**src/rtl/delay_ram_ctrl.sv**
```systemverilog
// ---------------------------------------------------------------------------
// delay_ram_ctrl
//
// Address and sequencing controller for a runtime-programmable delay line
// built on an external simple dual-port RAM of 2^AW words. Each incoming
// sample strobe writes the RAM at the write pointer and reads the word that
// was written delay_cur strobes earlier. A zero-force flag travels with the
// read data and blanks stale RAM contents while the line refills after reset
// or after a delay change.
//
// Ports:
//   clk        in   system clock
//   reset_b    in   asynchronous active-low reset
//   din_valid  in   one sample available this cycle
//   delay_in   in   requested delay in samples (AW bits)
//   delay_ld   in   load delay_in this cycle
//   ram_we     out  RAM write enable
//   ram_waddr  out  RAM write address (AW bits)
//   ram_re     out  RAM read enable
//   ram_raddr  out  RAM read address (AW bits)
//   dout_valid out  RAM read data valid this cycle
//   dout_zero  out  force output to zero (qualifies dout_valid)
//   busy       out  refill in progress
//   delay_cur  out  delay currently in effect (AW bits)
// ---------------------------------------------------------------------------
module delay_ram_ctrl #(
   parameter int AW    = 10,
   parameter int RL    = 1,
   parameter int DEF_D = 16
) (
   input  logic          clk,
   input  logic          reset_b,
   input  logic          din_valid,
   input  logic [AW-1:0] delay_in,
   input  logic          delay_ld,
   output logic          ram_we,
   output logic [AW-1:0] ram_waddr,
   output logic          ram_re,
   output logic [AW-1:0] ram_raddr,
   output logic          dout_valid,
   output logic          dout_zero,
   output logic          busy,
   output logic [AW-1:0] delay_cur
);

   typedef enum logic {
      FILL = 1'b0,
      RUN  = 1'b1
   } state_e;

   localparam logic [AW-1:0] DEF_DLY = AW'(DEF_D);

   // Delays below 2 are raised to 2.
   function automatic logic [AW-1:0] clamp_dly(input logic [AW-1:0] d);
      return (d < AW'(2)) ? AW'(2) : d;
   endfunction

   state_e          state_q,     state_d;
   logic [AW-1:0]   delay_cur_q, delay_cur_d;
   logic [AW-1:0]   fill_cnt_q,  fill_cnt_d;
   logic [AW-1:0]   wptr_q,      wptr_d;
   logic [AW-1:0]   waddr_q,     waddr_d;
   logic [AW-1:0]   raddr_q,     raddr_d;
   logic            strobe_q;
   logic            zero_q,      zero_d;
   logic [RL-1:0]   vld_pipe_q;
   logic [RL-1:0]   zero_pipe_q;

   // A delay load takes effect before the strobe of the same cycle is
   // processed, so that strobe already sees the new delay and an empty fill.
   always_comb begin
      state_d     = state_q;
      delay_cur_d = delay_cur_q;
      fill_cnt_d  = fill_cnt_q;
      wptr_d      = wptr_q;
      waddr_d     = waddr_q;
      raddr_d     = raddr_q;
      zero_d      = 1'b0;

      if (delay_ld) begin
         delay_cur_d = clamp_dly(delay_in);
         fill_cnt_d  = '0;
         state_d     = FILL;
      end

      if (din_valid) begin
         waddr_d = wptr_q;
         raddr_d = wptr_q - delay_cur_d;
         wptr_d  = wptr_q + AW'(1);
         if (state_d == FILL) begin
            zero_d     = (fill_cnt_d < delay_cur_d);
            fill_cnt_d = fill_cnt_d + AW'(1);
            // The last stale word has just been read: leave FILL on this edge.
            if (fill_cnt_d == delay_cur_d) begin
               state_d = RUN;
            end
         end
      end
   end

   always_ff @(posedge clk or negedge reset_b) begin
      if (!reset_b) begin
         state_q     <= FILL;
         delay_cur_q <= DEF_DLY;
         fill_cnt_q  <= '0;
         wptr_q      <= '0;
         waddr_q     <= '0;
         raddr_q     <= '0;
         strobe_q    <= 1'b0;
         zero_q      <= 1'b0;
         vld_pipe_q  <= '0;
         zero_pipe_q <= '0;
      end else begin
         state_q     <= state_d;
         delay_cur_q <= delay_cur_d;
         fill_cnt_q  <= fill_cnt_d;
         wptr_q      <= wptr_d;
         waddr_q     <= waddr_d;
         raddr_q     <= raddr_d;
         strobe_q    <= din_valid;
         zero_q      <= zero_d;
         // Read-latency pipeline: the zero tag rides with its read strobe.
         vld_pipe_q[0]  <= strobe_q;
         zero_pipe_q[0] <= zero_q;
         for (int i = 1; i < RL; i++) begin
            vld_pipe_q[i]  <= vld_pipe_q[i-1];
            zero_pipe_q[i] <= zero_pipe_q[i-1];
         end
      end
   end

   assign ram_we     = strobe_q;
   assign ram_re     = strobe_q;
   assign ram_waddr  = waddr_q;
   assign ram_raddr  = raddr_q;
   assign dout_valid = vld_pipe_q[RL-1];
   assign dout_zero  = zero_pipe_q[RL-1];
   assign busy       = (state_q == FILL);
   assign delay_cur  = delay_cur_q;

endmodule

```
**config.mk**
```make
export PLATFORM = sky130hd
export DESIGN_NAME = delay_ram_ctrl
export DESIGN_NICKNAME = d
export VERILOG_FILES = /design/src/rtl/delay_ram_ctrl.sv
export SDC_FILE = /design/constraint.sdc
export NUM_CORES = 1
export LEC_CHECK = 0
export ABC_AREA = 1
export BUFFER_PORTS_ARGS = -buffer_cell sky130_fd_sc_hd__buf_2
export CORE_MARGIN = 2
export CORE_UTILIZATION = 55
export CTS_BUF_LIST = sky130_fd_sc_hd__clkbuf_16
export DETAILED_ROUTE_END_ITERATION = 6
export GPL_TIMING_DRIVEN = 0
export PLACE_DENSITY_LB_ADDON = 0.2
export RECOVER_POWER = 100
export SLEW_MARGIN = 20
export SYNTH_ARGS = -nofsm -noshare
export SYNTH_HDL_FRONTEND = slang
export SYNTH_SLANG_ARGS = --single-unit
```
**constraint.sdc**
```tcl
create_clock -name clk -period 3.2 [get_ports clk]
set_input_delay 0.16 -clock clk [delete_from_list [all_inputs] [get_ports clk]]
set_output_delay 0.16 -clock clk [all_outputs]
set_load 0.02 [all_outputs]
```
==> impl_metrics.toml <==
[floorplan]
die_height_um = 79.8
dieArea_um2 = 6370
io_pins = 49
fp-row-count = 27
die_w_um = 79.8
initial_utilization = 0.571
core_area_um2 = 5540

[setup_path]
endpoint_kind = "flop"
worst_r2r_endpoint = "ram_raddr[9]"
cp_max_fo = 10
crit_path_start_kind = "input pin"
critPathKind = "input pin to flop"
r2r_start = "delay_cur[1]"
crit_required_ns = 3.38
crit_start = "delay_ld"
arrival_ns = 2.68
r2r_setup_slack_ns = 0.98
r2r_cells = 14

[cts]
cts.clk_slew.worst_paths_ns = 0.07
cts_root_buffer = "clkbuf_16"
cts_max_path_buffers = 2
insertion_delay_ns = 0.29
clock_sinks = 55
cts_setup_buffers = 0
cts_tree = "built"
cts_resized = 0
ctsHoldBuffers = 1
numCtsBuffers = 5
h-tree-depth = 2

[timing]
setup_violations = 0
fin_crit_sh = 0.781
rsz0062_at_grt = "false"
setup_tns_ns = 0
max_slew.worst_pin.slew_ns = 1.35
fin_skew_ns = 0.00538
hold_violations = 0
min_period_ns = 2.50
max_freq_mhz = 400
drv_slew = 0
relSlewSlack = 0.103

[route]
final_antenna_net_count = 0
wire_per_inst_um = 13.3
viasPerCell = 5.16
drtIter0Drc = 165
drt-met1-wl_um = 3120
remaining_drc_errors = 0
met3_wirelength_um = 272
drt_wl_total_um = 7100
met2RoutedLength_um = 3590
routed.top_layer = "met4"
via_count = 2758
detail_route.first_pass.iterations = 4

[finish]
area_delta_synth_final_pct = 14.7
fillCellCount = 500
design_area_um2 = 3630
num_antenna_cells = 0
multiInputGateArea_um2 = 1510
nets = 496
layout-drive-gt1-share = 0.0648
ff_latch_area_um2 = 1380

[global_route]
grt_use_total = 0.239
grt_pass1_wl_um = 11800
antenna_found_initial = 0
grt_overflow = 0
grt_pass1_vias = 2635
grt_max_degree = 56

[yosys]
syn_nets = 440
yosysMostFrequentCell = "nand2_1"
post_synth.cell_area_avg_um2 = 7.79
yosysUniqueCellTypes = 33
ys.flop_type = "dfrtp_1"
synth-edff-count = 0
synth_area_leaders = "dfrtp_1 (43%), nand2_1 (16%), ha_1 (7.5%), inv_1 (5.8%), nand3_1 (4.1%)"
synth-seq-cells = 55
yosys_warnings = 0
synth_top_area_cell = "dfrtp_1"
netlist_top_cells_count = "nand2_1 (133), dfrtp_1 (54), inv_1 (49)"
syn-cell-area_um2 = 3160
yosysTopAreaCellShare = 0.427
async_flop_share = 1.00
ys_seq_area_frac = 0.436
netlist_instances = 406

[job]
maxCapViolations = 0

[placed_design]
hpwl_um = 5310
port_buffers = 48
gp_congestion = 0.927
postPlaceCellArea_um2 = 3490

[min_path]
hold_path_class = "input pin to flop"
hold_end = "ram_re"
worstHoldPathCells = 1
min_from = "din_valid"

[power_and_ir_drop]
finalPower_mw = 2.48
p_leak_nw = 1.88
power_density_nw_per_um2 = 685
max-vdd-ir-drop_mv = 0.517

[outcome]
status = "complete, no violations"
[metal layers]
layer  vias up  global-route usage
met5         -                   0
met4         0              0.0712
met3        12              0.0419
met2        58               0.419
met1      1294               0.301
li1       1394                   -
[power breakdown]
part / internal [mW] / switching (mW) / total [mW]
Clock: 0.446 / 0.240 / 0.685
Combinational: 0.281 / 0.546 / 0.827
Sequential: 0.852 / 0.119 / 0.971
Total: 1.58 / 0.905 / 2.48
[worst max-delay path by stage]
| stage | to | slack (ns) | cells past startpoint |
|---|---|---|---|
| 4_1_cts | ram_raddr[8] | 0.87 | 17 |
| 2_1_floorplan | ram_raddr[8] | 1.14 | 16 |
| 3_3_place_gp | ram_raddr[8] | 0.57 | 17 |
| 6_report | ram_raddr[8] | 0.70 | 17 |
| 3_5_place_dp | ram_raddr[8] | 0.57 | 17 |
| 5_1_grt | ram_raddr[6] | 0.48 | 16 |
[per-stage QoR]
stage / worst slack (ns) / cells / hold slack (ns) / util
6_report: 0.701 / 535 / 0.0600 / 0.654
2_1_floorplan: 1.14 / 406 / -0.136 / -
3_3_place_gp: 0.575 / 526 / 0.334 / 0.630
5_1_grt: 0.478 / 535 / 0.0747 / 0.654
4_1_cts: 0.870 / 535 / 0.0423 / 0.667
3_5_place_dp: 0.572 / 526 / 0.252 / 0.631
[area by class of cell]
| type | count | share of cell area |
|---|---|---|
| clock inverters | 3 | 0.0176 |
| clock buffers | 5 | 0.0345 |
| multi-input cells | 289 | 0.416 |
| well taps | 72 | 0.0248 |
| inverters | 53 | 0.0549 |
| flip-flops and latches | 55 | 0.380 |
| repair buffers | 49 | 0.0562 |
| plain buffers | 9 | 0.0155 |
[flip-flops by register name, indices dropped and copies added (netlist names)]
signal / count
delay_cur: 10
dout_valid: 1
dout_zero: 1
fill_cnt_q: 10
ram_raddr: 10
ram_re: 1
ram_waddr: 10
state_q: 1
wptr_q: 10
zero_q: 1
[placed cells by master, fill, tap and decap left out, types with 6 or more instances in the layout]
cell type	Yosys	routed
inv_1	49	51
buf_2	0	10
o21ai_0	24	28
dfrtp_1	54	54
nand2_1	133	133
ha_1	19	19
nand3_1	26	27
xor2_1	13	13
nor2_1	28	29
clkbuf_1	5	42
nand4_1	6	6
a21oi_1	9	9
[critical path, stage by stage]
cell and delay (ns):
clkbuf_1 0.25, inv_1 0.13, buf_6 0.16, buf_6 0.14, o21ai_0 0.38, ha_1 0.26
inv_1 0.07, fa_1 0.38, nand2_1 0.09, nand2_1 0.05, nand2_1 0.06, nand2_1 0.07
nand3_1 0.09, nand3b_1 0.13, nand3b_1 0.09, nand3_1 0.09, nand2_1 0.06
[logic make-up (layout without fill, tap and decap cells)]
| logic type | after synthesis | count (layout) | synth area share |
|---|---|---|---|
| flops | 55 | 55 | 0.436 |
| buf+inv | 62 | 119 | 0.0807 |
| compound gates | 45 | 45 | 0.0795 |
| simple gates | 208 | 208 | 0.278 |
| xor+xnor | 16 | 16 | 0.0443 |
| fa+ha+maj | 20 | 20 | 0.0815 |
No activity file was read; power rests on OpenSTA's default activity.
